**src/rtl/gsim_row_fetch.sv**
```systemverilog
// gsim_row_fetch -- matrix-row prefetch stage feeding the Gauss-Seidel core.
//
// Issues a burst of row reads to the 256-bit matrix memory, limits reads in
// flight plus buffered rows to DEPTH (credit rule), buffers returned rows in
// a small FIFO tagged with their burst offset, and hands them to the solver
// over valid/ready.
//
// Ports:
//   i_clk, i_rst_n          clock, asynchronous active-low reset
//   i_start                 launch pulse (ignored while o_busy)
//   i_base_addr, i_len      burst base row and row count, sampled on i_start
//   o_busy, o_done          burst in progress / one-cycle completion pulse
//   o_mem_rreq, o_mem_addr  registered read request and address
//   i_mem_rrdy              memory accepts the request this cycle
//   i_mem_dout, _vld        returned row, in request order
//   o_row_vld/_data/_idx    row to solver with its offset in the burst
//   i_row_rdy               solver consumes the row
//   o_err                   sticky: row returned with no read outstanding
//
// Build option: define GSIM_FETCH_BYPASS_EN to present a returning row
// combinationally when the FIFO is empty (zero added latency).
module gsim_row_fetch #(
  parameter int unsigned DEPTH  = 4,
  parameter int unsigned ADDR_W = 10,
  parameter int unsigned DATA_W = 256
) (
  input  logic              i_clk,
  input  logic              i_rst_n,
  input  logic              i_start,
  input  logic [ADDR_W-1:0] i_base_addr,
  input  logic [ADDR_W-1:0] i_len,
  output logic              o_busy,
  output logic              o_done,
  output logic              o_mem_rreq,
  output logic [ADDR_W-1:0] o_mem_addr,
  input  logic              i_mem_rrdy,
  input  logic [DATA_W-1:0] i_mem_dout,
  input  logic              i_mem_dout_vld,
  output logic              o_row_vld,
  output logic [DATA_W-1:0] o_row_data,
  output logic [ADDR_W-1:0] o_row_idx,
  input  logic              i_row_rdy,
  output logic              o_err
);

  localparam int unsigned PW = $clog2(DEPTH);

  typedef enum logic [1:0] {IDLE, FETCH, DRAIN, DONE} state_t;

  state_t            state_q, state_d;
  logic [ADDR_W-1:0] addr_q, addr_d;
  logic [ADDR_W-1:0] len_q, len_d;
  logic [ADDR_W-1:0] req_cnt_q, req_cnt_d;
  logic [ADDR_W-1:0] cons_cnt_q, cons_cnt_d;
  logic [ADDR_W-1:0] ret_cnt_q, ret_cnt_d;
  logic [PW:0]       outst_q, outst_d;
  logic [PW:0]       wr_ptr_q, wr_ptr_d;
  logic [PW:0]       rd_ptr_q, rd_ptr_d;
  logic [PW:0]       occ_d;
  logic [PW+1:0]     credit_used;
  logic              rreq_q, rreq_d;
  logic              err_q, err_d;
  logic [DATA_W-1:0] fifo_data_q [DEPTH];
  logic [DATA_W-1:0] fifo_data_d [DEPTH];
  logic [ADDR_W-1:0] fifo_idx_q  [DEPTH];
  logic [ADDR_W-1:0] fifo_idx_d  [DEPTH];

  logic              accept, ret_ok, fifo_empty, byp_vld;
  logic              row_vld, pop_any, fifo_pop, fifo_push;
  logic [DATA_W-1:0] row_data;
  logic [ADDR_W-1:0] row_idx;
  logic [PW-1:0]     rd_idx, wr_idx;

  assign rd_idx = rd_ptr_q[PW-1:0];
  assign wr_idx = wr_ptr_q[PW-1:0];

  // Handshakes and the solver-side view of the FIFO head.
  always_comb begin
    accept     = rreq_q & i_mem_rrdy;
    ret_ok     = i_mem_dout_vld & (outst_q != '0);
    fifo_empty = (wr_ptr_q == rd_ptr_q);
`ifdef GSIM_FETCH_BYPASS_EN
    byp_vld    = fifo_empty & ret_ok;
`else
    byp_vld    = 1'b0;
`endif
    row_vld  = ~fifo_empty | byp_vld;
    row_data = '0;
    row_idx  = '0;
    if (!fifo_empty) begin
      row_data = fifo_data_q[rd_idx];
      row_idx  = fifo_idx_q[rd_idx];
    end else if (byp_vld) begin
      row_data = i_mem_dout;
      row_idx  = ret_cnt_q;
    end
    pop_any   = row_vld & i_row_rdy;
    fifo_pop  = pop_any & ~fifo_empty;
    // A bypassed row taken in the same cycle never enters the FIFO.
    fifo_push = ret_ok & ~(byp_vld & i_row_rdy);
  end

  // FIFO storage, pointers, outstanding-read counter, sticky error.
  always_comb begin
    fifo_data_d = fifo_data_q;
    fifo_idx_d  = fifo_idx_q;
    wr_ptr_d    = wr_ptr_q;
    rd_ptr_d    = rd_ptr_q;
    if (fifo_push) begin
      fifo_data_d[wr_idx] = i_mem_dout;
      fifo_idx_d[wr_idx]  = ret_cnt_q;
      wr_ptr_d            = wr_ptr_q + 1'b1;
    end
    if (fifo_pop) begin
      rd_ptr_d = rd_ptr_q + 1'b1;
    end
    occ_d = wr_ptr_d - rd_ptr_d;

    outst_d = outst_q;
    if (accept && !ret_ok) begin
      outst_d = outst_q + 1'b1;
    end else if (!accept && ret_ok) begin
      outst_d = outst_q - 1'b1;
    end

    err_d = err_q | (i_mem_dout_vld & ~ret_ok);
  end

  // Burst control: state, address, counters and the registered request.
  always_comb begin
    state_d    = state_q;
    addr_d     = addr_q;
    len_d      = len_q;
    req_cnt_d  = req_cnt_q;
    cons_cnt_d = cons_cnt_q;
    ret_cnt_d  = ret_cnt_q;

    if (accept) begin
      addr_d    = addr_q + 1'b1;
      req_cnt_d = req_cnt_q + 1'b1;
    end
    if (ret_ok) begin
      ret_cnt_d = ret_cnt_q + 1'b1;
    end
    if (pop_any) begin
      cons_cnt_d = cons_cnt_q + 1'b1;
    end

    unique case (state_q)
      IDLE: begin
        if (i_start) begin
          addr_d     = i_base_addr;
          len_d      = i_len;
          req_cnt_d  = '0;
          cons_cnt_d = '0;
          ret_cnt_d  = '0;
          state_d    = (i_len == '0) ? DONE : FETCH;
        end
      end
      FETCH: if (req_cnt_d == len_q) state_d = DRAIN;
      DRAIN: if (cons_cnt_d == len_q) state_d = DONE;
      DONE:  state_d = IDLE;
      default: state_d = IDLE;
    endcase

    // Request for next cycle is judged on post-update counts, so an
    // unaccepted request can never lose its credit and always holds.
    credit_used = {1'b0, outst_d} + {1'b0, occ_d};
    rreq_d      = (state_d == FETCH) && (credit_used < (PW+2)'(DEPTH));
  end

  always_ff @(posedge i_clk or negedge i_rst_n) begin
    if (!i_rst_n) begin
      state_q     <= IDLE;
      addr_q      <= '0;
      len_q       <= '0;
      req_cnt_q   <= '0;
      cons_cnt_q  <= '0;
      ret_cnt_q   <= '0;
      outst_q     <= '0;
      wr_ptr_q    <= '0;
      rd_ptr_q    <= '0;
      rreq_q      <= 1'b0;
      err_q       <= 1'b0;
      fifo_data_q <= '{default: '0};
      fifo_idx_q  <= '{default: '0};
    end else begin
      state_q     <= state_d;
      addr_q      <= addr_d;
      len_q       <= len_d;
      req_cnt_q   <= req_cnt_d;
      cons_cnt_q  <= cons_cnt_d;
      ret_cnt_q   <= ret_cnt_d;
      outst_q     <= outst_d;
      wr_ptr_q    <= wr_ptr_d;
      rd_ptr_q    <= rd_ptr_d;
      rreq_q      <= rreq_d;
      err_q       <= err_d;
      fifo_data_q <= fifo_data_d;
      fifo_idx_q  <= fifo_idx_d;
    end
  end

  assign o_busy     = (state_q != IDLE);
  assign o_done     = (state_q == DONE);
  assign o_mem_rreq = rreq_q;
  assign o_mem_addr = addr_q;
  assign o_row_vld  = row_vld;
  assign o_row_data = row_data;
  assign o_row_idx  = row_idx;
  assign o_err      = err_q;

endmodule

```
**config.mk**
```make
export PLATFORM = sky130hd
export DESIGN_NAME = gsim_row_fetch
export DESIGN_NICKNAME = d
export VERILOG_FILES = /design/src/rtl/gsim_row_fetch.sv
export SDC_FILE = /design/constraint.sdc
export NUM_CORES = 1
export LEC_CHECK = 0
export ABC_AREA = 1
export CORE_MARGIN = 2
export CORE_UTILIZATION = 36
export CTS_CLUSTER_DIAMETER = 120
export DETAILED_ROUTE_END_ITERATION = 12
export PLACE_DENSITY = 0.57
export SETUP_SLACK_MARGIN = 0.3
export SYNTH_ARGS = -nofsm -noshare
export SYNTH_HDL_FRONTEND = slang
export SYNTH_SLANG_ARGS = --single-unit
```
**constraint.sdc**
```tcl
create_clock -name i_clk -period 3.2 [get_ports i_clk]
set_input_delay 0.48 -clock i_clk [delete_from_list [all_inputs] [get_ports i_clk]]
set_output_delay 0.48 -clock i_clk [all_outputs]
set_load 0.005 [all_outputs]
```
== Word-level counts from Yosys, hierarchy flattened ==
Index checks and enable logic that the tools add are counted.

* Add/subtract/negate cells: 10
* Magnitude comparators: 4
* Equality and inequality tests: 7
* Mux-type cells: 35
* Bitwise operators: 10
* Reduce and logical (&&, ||, !) cells: 11

{| class="wikitable"
|+ Operators by type and width
! cell !! count
|-
| 1024-bit bitwise mux || 1
|-
| 256-bit 2-to-1 mux || 4
|-
| 256-bit binary-select mux with 2-bit select || 1
|-
| 256-bit demux with 2-bit select || 1
|-
| 10-bit 2-to-1 mux || 16
|-
| 10-bit by 1-bit adder with 10-bit output (second input constant) || 4
|-
| 40-bit bitwise mux || 1
|-
| 10-bit binary-select mux with 2-bit select || 1
|-
| 10-bit demux with 2-bit select || 1
|-
| 10-bit == test || 2
|-
| 3-bit 2-to-1 mux || 4
|-
| 10-bit logical NOT || 1
|-
| 3-bit by 1-bit adder with 3-bit output (second input constant) || 3
|-
| 2-bit 2-to-1 mux || 4
|-
| 2-bit one-hot mux with 4 select lines || 1
|-
| 3-bit >= comparator (second input constant) || 2
|-
| 2-bit NOT with 3-bit output || 2
|-
| 1-bit bitwise AND || 5
|-
| 3-bit by 3-bit adder with 4-bit output || 1
|-
| 2-bit by 1-bit == test with 1-bit output (second input constant) || 2
|-
| 2-bit == test (second input constant) || 2
|-
| 1-bit logical AND || 4
|-
| 4-bit by 3-bit < comparator with 1-bit output (second input constant) || 1
|-
| 3-bit == test || 1
|-
| other kinds (10) || 12
|}

* Bits in registers: 1127
* Input bits: 282
* Output and inout port bits: 281
* Logic and storage cells: 96

== Logic depth before layout (Yosys ltp) ==
Gate-level depths: netlist (run 1).

* Depth in word-level cells: 9
* Mapped depth: 19
* Mapped depth without buffers: 18

== Worst setup path after synthesis (run 1) ==
OpenSTA, ideal clock, no wires.

* Kind: register to register
* Start point: register rd_ptr_q[0]
* End point: register rreq_q, in the netlist o_mem_rreq
* Setup time: 0.073 ns
* Arrival time: 3.100 ns
* Data required time: 3.127 ns
* Slack: 0.027 ns
* Cell stages (with the launch flop): 17
* Buffers on the path: 3
* Clock period less this slack: 3.173 ns
* Path through: dfrtp_1 > inv_1 > clkbuf_1 > clkbuf_1 > clkbuf_1 > xor2_1 > ha_1 > fa_1 > xor2_1 > xor2_1 > inv_1 > ha_1 > nor3_1 > nand2_1 > inv_1 > nand4_1 > a21oi_2

* Longest elaborated chain between the ends: 9
* Elaborated cells on any way between the ends: 15
* Those cells by class: add/sub: 3; order compare: 1; eq/ne: 3; mux: 4; bitwise: 3; reduce/logical: 1

{| class="wikitable"
|+ RTL lines
! element !! RTL line !! source
|-
| from (decl) || 58 || <nowiki>logic [PW:0] rd_ptr_q, rd_ptr_d;</nowiki>
|-
| from (signal assigned) || 196 || <nowiki>rd_ptr_q <= rd_ptr_d;</nowiki>
|-
| 3-bit == test || 81 || <nowiki>fifo_empty = (wr_ptr_q == rd_ptr_q);</nowiki>
|-
| 1-bit NOT || 87, 98 ||
|-
| 1-bit bitwise AND || 97 || <nowiki>pop_any = row_vld & i_row_rdy;</nowiki>
|-
| 1-bit bitwise AND || 98 || <nowiki>fifo_pop = pop_any & ~fifo_empty;</nowiki>
|-
| 3-bit 2-to-1 mux * || 114 || <nowiki>if (fifo_pop) begin</nowiki>
|-
| net rd_ptr_d[0] || 58 ||
|-
| 3-bit subtractor * || 117 || <nowiki>occ_d = wr_ptr_d - rd_ptr_d;</nowiki>
|-
| 3-bit by 3-bit adder with 4-bit output * || 168 || <nowiki>credit_used = {1'b0, outst_d} + {1'b0, occ_d};</nowiki>
|-
| 4-bit by 3-bit < comparator with 1-bit output * || 169 || <nowiki>rreq_d = (state_d == FETCH) && (credit_used < (PW+2)'(DEPTH));</nowiki>
|-
| 1-bit logical AND * || 169 ||
|-
| net rreq_d || 61 || <nowiki>logic rreq_q, rreq_d;</nowiki>
|-
| to (signal assigned) || 197 || <nowiki>rreq_q <= rreq_d;</nowiki>
|-
| to (decl) || 61 ||
|}

The timed path passes the listed nets; every way through them passes the cells marked *.
A chain may end at the register's enable or synchronous reset.

== Worst setup path in the final report (run 1) ==
* Start point: register rd_ptr_q[1]
* End point: output o_row_data[181]

* Longest elaborated chain between the ends: 5
* Elaborated cells on any way between the ends: 6
* Those cells by class: eq/ne: 1; mux: 4; bitwise: 1

{| class="wikitable"
|+ RTL lines
! element !! RTL line !! source
|-
| 2-bit NOT with 3-bit output (implied by the code) || 91 || <nowiki>row_data = fifo_data_q[rd_idx];</nowiki>
|-
| 256-bit binary-select mux with 2-bit select || 91 ||
|-
| 256-bit 2-to-1 mux (implied by the code) (2 in a row) || 91 ||
|-
| 256-bit 2-to-1 mux * || 90 || <nowiki>if (!fifo_empty) begin</nowiki>
|-
| to (decl) || 40 || <nowiki>output logic [DATA_W-1:0] o_row_data,</nowiki>
|}

Mark *: on every way between the ends. The rest lies on a longest branch, timed or not. The select of a mux whose other input is x is not followed.

==> results of run 1 <==
-- layout by cell type, fill, tap and decap left out, drive strengths merged --
| cell type | n |
|---|---|
| dfrtp | 1127 |
| o21ai | 1093 |
| a21oi | 810 |
| nand2 | 706 |
| buf | 641 |
| inv | 623 |
| mux2 | 522 |
| clkdlybuf4s50 | 294 |
| clkbuf | 268 |
| nor2 | 59 |
| nand3 | 35 |
| clkinv | 24 |
| xor2 | 20 |
| ha | 15 |
| nor3 | 14 |
| o21a | 10 |
| diode | 9 |
| nand4 | 9 |
| xnor2 | 6 |
| bufbuf | 4 |
| dlygate4sd2 | 4 |
| o21bai | 2 |
| nand3b | 2 |
| a31oi | 2 |
| bufinv | 2 |
| o211ai | 1 |
| nor4 | 1 |
| and3 | 1 |
| a31o | 1 |
| fa | 1 |
| dlygate4sd3 | 1 |
| dlymetal6s2s | 1 |
-- routing by layer --
metal	routed length (um)	track usage (%)	vias up
met5	72	0	-
met4	5890	7.98	12
met3	11300	4.40	319
met2	83400	35.9	1371
met1	77500	31.0	21600
li1	-	-	19800
-- Yosys cell counts, drive strengths merged, types with 2 or more instances --
library cell and count:
a31oi 2, nor2 59, dfrtp 1127, a21oi 810, ha 15, buf 186
nand4 9, o21a 10, nor3 14, nand3b 2, clkbuf 206, xnor2 6
nand3 35, inv 616, xor2 20, o21ai 1093, mux2 522, o21bai 2
nand2 706
-- per-stage QoR --
stage	total power [mW]	instance area [sq um]	setup TNS [ps]	hold WS, ps	util (%)
2_1_floorplan	42.4	51400	0	184	-
3_3_place_gp	58.3	59600	-271	463	42.1
3_5_place_dp	59.0	59600	-168	474	42.1
4_1_cts	80.0	67600	-8970	207	47.7
5_1_grt	91.0	71000	-5350	257	50.1
6_report	85.9	71000	-99.0	264	50.1
-- logic make-up after synthesis --
kind of cell | after synthesis
AOI/OAI and AO/OA | 1919
DFF | 1127
buffers and inverters | 1008
and+or+nand+nor | 827
muxes | 522
xor gates and xnor gates | 26
adders and majority gates | 16
-- path summary, 6_finish.rpt --
path	start	to	slack [ps]
worst max-delay path	rd_ptr_q[1]	o_row_data[181]	-60
worst min-delay path	i_rst_n	fifo_data_q[829]	260
worst max register to register	rd_ptr_q[0]	o_mem_rreq	160
worst min register to register	o_err	o_err	490
max in group asynchronous	i_rst_n	fifo_data_q[147]	1870
min in group i_clk	i_base_addr[2]	o_mem_addr[2]	280
-- registers in the layout, summed over array words and instances (netlist names) --
register,flops
o_err,1
len_q,10
o_mem_addr,10
outst_q,3
state_q,2
fifo_data_q,1024
o_mem_rreq,1
wr_ptr_q,3
cons_cnt_q,10
rd_ptr_q,3
ret_cnt_q,10
fifo_idx_q,40
req_cnt_q,10
-- where the power goes --
part	internal, mW	switching (mW)
registers	21.3	2.90
logic	21.8	25.1
clock network	8.51	6.25
total	51.6	34.3
-- area by class of cell --
type	instances	area, sq um
diodes	9	22.5
flip-flops and latches	1127	28200
clock inverters	33	313
fillers	12700	70600
well taps	1890	2360
inverters	616	2330
repair buffers	1018	12000
multi-input cells	3310	21900
clock buffers	195	3850
-- repair_timing --
action,4_1_cts,5_1_grt
hold buffers,1,0
gates resized for setup,1230,946
buffers inserted,84,118
pin swaps,140,212
hold endpoints to repair,33,0
gates cloned,62,43
setup endpoints to repair,267,268
-- worst reg2reg max path, cell delays in order, from the launching register on --
cell	delay (ps)
sky130_fd_sc_hd__dfrtp_4	520
sky130_fd_sc_hd__buf_4	170
sky130_fd_sc_hd__xnor2_2	130
sky130_fd_sc_hd__nand3_2	110
sky130_fd_sc_hd__nand2_4	70
sky130_fd_sc_hd__xor2_1	160
sky130_fd_sc_hd__ha_1	200
sky130_fd_sc_hd__fa_1	400
sky130_fd_sc_hd__xor2_1	190
sky130_fd_sc_hd__xor2_1	150
sky130_fd_sc_hd__inv_1	60
sky130_fd_sc_hd__ha_1	290
sky130_fd_sc_hd__nor3_2	140
sky130_fd_sc_hd__nand2_2	100
sky130_fd_sc_hd__inv_1	80
sky130_fd_sc_hd__nand4_1	110
sky130_fd_sc_hd__a21oi_2	110
==> summary.txt, run 1 <==
Timing
  – Final Hold Violating Endpoints: 0
  – Setup repair after global routing missed its margin: yes
  – Slew @ Worst Pin: 1220 ps
  – Final count of pins violating max slew: 0
  – Post-layout worst setup margin: -64.6 ps
  – Worst-case clock skew: 29.5 ps
  – Worst slew margin relative to its limit: 18.5%
  – Highest achievable clock rate: 306 MHz
  – Clock period minus worst slack: 3260 ps
  – Post-route fraction of the period consumed by the critical path: 102%
  – Total of endpoints with negative setup slack in the final report: 4

Route
  – Number of violations reported at the end of detailed-routing iteration 0: 3161
  – Wirelength per Cell: 21.7 um
  – Residual DRC count: 0
  – WL final: 178 mm
  – Mean number of vias per cell: 5.25
  – DRT antenna net count: 0
  – Routed vias: 43100
  – Pre-Repair DR Iteration Count: 6

Global routing
  – Vias in the first global route: 41500
  – Number of antenna violations at the first check in global routing: 14
  – Largest net degree at the start of global routing: 116
  – Global-route wire length before repair: 256 mm
  – Overflow left after global routing: 0
  – Overall global routing resource usage: 22.7%

Logic synthesis
  – Syn Inst Count: 5445
  – Synthesized flop and latch total: 1127
  – Ys async rst share: 100%
  – Adder and majority cell fraction of the synthesized area: 0.404%
  – Cell types occupying the most area after synthesis: sky130_fd_sc_hd__dfrtp_1 (55%), sky130_fd_sc_hd__mux2_2 (11%), sky130_fd_sc_hd__o21ai_0 (11%)
  – Cell Area, Synth: 51400 sq um
  – Xor/xnor share of the synthesized area: 0.443%
  – Dominant synthesized flop cell: sky130_fd_sc_hd__dfrtp_1
  – Number of warning messages in the yosys log: 0
  – Mean post-synth cell area: 9.44 sq um
  – Number of flops mapped to enable cells by yosys: 0
  – Area fraction of the dominant cell type after synthesis: 54.9%
  – Post-synthesis mux area share: 11.4%
  – Area share of and/or/nand/nor cells after synthesis: 6.29%
  – Dominant combinational cell family by area after synthesis: compound AO/OA/AOI/OAI gates
  – Count of unique library cells instantiated by Yosys: 34
  – Register area share after synthesis: 54.9%
  – Post-Synthesis Net Count: 5743
  – Yosys top cell by area: sky130_fd_sc_hd__dfrtp_1
  – Synthesized-area fraction occupied by ao, oa, aoi and oai cells: 18.8%

Placed design
  – Total of buffers placed on input and output ports: 562
  – Inst Count DP: 7653
  – Sum of net half-perimeters after detailed placement: 92.5 mm
  – Placer's final routability congestion estimate: 0.806
  – Pre-CTS setup slack: -168 ps

Run status
  – Outcome: complete, but fails checks
  – Violated checks: setup timing

Hold path
  – Class of the most critical hold timing path: input pin to async pin

Worst setup path
  – Endpoint arrival time on the critical path: 2780 ps
  – Worst R2R Path Depth: 16
  – Crit path depth: 6
  – Worst-path cell chain: clkinv_8 -> buf_12 -> a21oi_1 -> o21ai_2 -> a21oi_4 -> buf_2
  – Gate family responsible for the most delay along the worst path: compound AO/OA/AOI/OAI gates
  – Buffers plus inverters on the worst setup path: 3
  – Startpoint class of the critical path: flip-flop
  – Req. time, crit path: 2720 ps
  – Type of the worst setup path: flip-flop to primary output
  – Worst stage delay on the critical path: 490 ps
  – Slowest cell on the critical path: sky130_fd_sc_hd__dfrtp_4
  – Worst setup EP type: primary output
  – Maximum fanout count along the critical path: 108

CTS
  – Root Buffer: sky130_fd_sc_hd__clkbuf_16
  – TritonCTS clock tree: done
  – TritonCTS Sinks: 1127
  – Clock latency reported for the late side of the worst-skew pair: 770 ps
  – Clock input transition at the sequential cells of the worst setup and hold paths: 60 ps
  – Maximum clock insertion buffer count: 3
  – Max H-tree Level: 4
  – Number of buffers created by CTS: 134

Floorplan
  – Boundary pin count: 563
  – Die span in x: 382 um
  – Initial Util: 36.3%
  – Die area: 146000 sq um
  – Die H: 382 um
  – Core Area: 142000 sq um
  – Placement Rows: 138

Layout
  – Area growth from synthesis to final layout: 38.1%
  – Layout cell share with drive strength beyond 1: 30.4%
  – Final Non-Filler Cells: 8198
  – Number of nets in the layout: 6505

Power and ir drop
  – Areal power density over the cells: 1210 nW/um^2
  – Cell leakage power: 30.5 nW
  – Maximum vdd drop: 0.000865 V

Job
  – Maximum Capacitance Violations: 0
Note: power is estimated with default switching activity, not from simulation.
==> inputs of run 2 (changes only) <==
--- a/config.mk
+++ b/config.mk
@@ -6,6 +6,7 @@
 export NUM_CORES = 1
 export LEC_CHECK = 0
 export ABC_AREA = 1
+export CAP_MARGIN = 0
 export CORE_MARGIN = 2
 export CORE_UTILIZATION = 36
 export CTS_CLUSTER_DIAMETER = 120
==> results of run 2 <==
The final DEF is identical to that of run 1; final timing and power are the same.
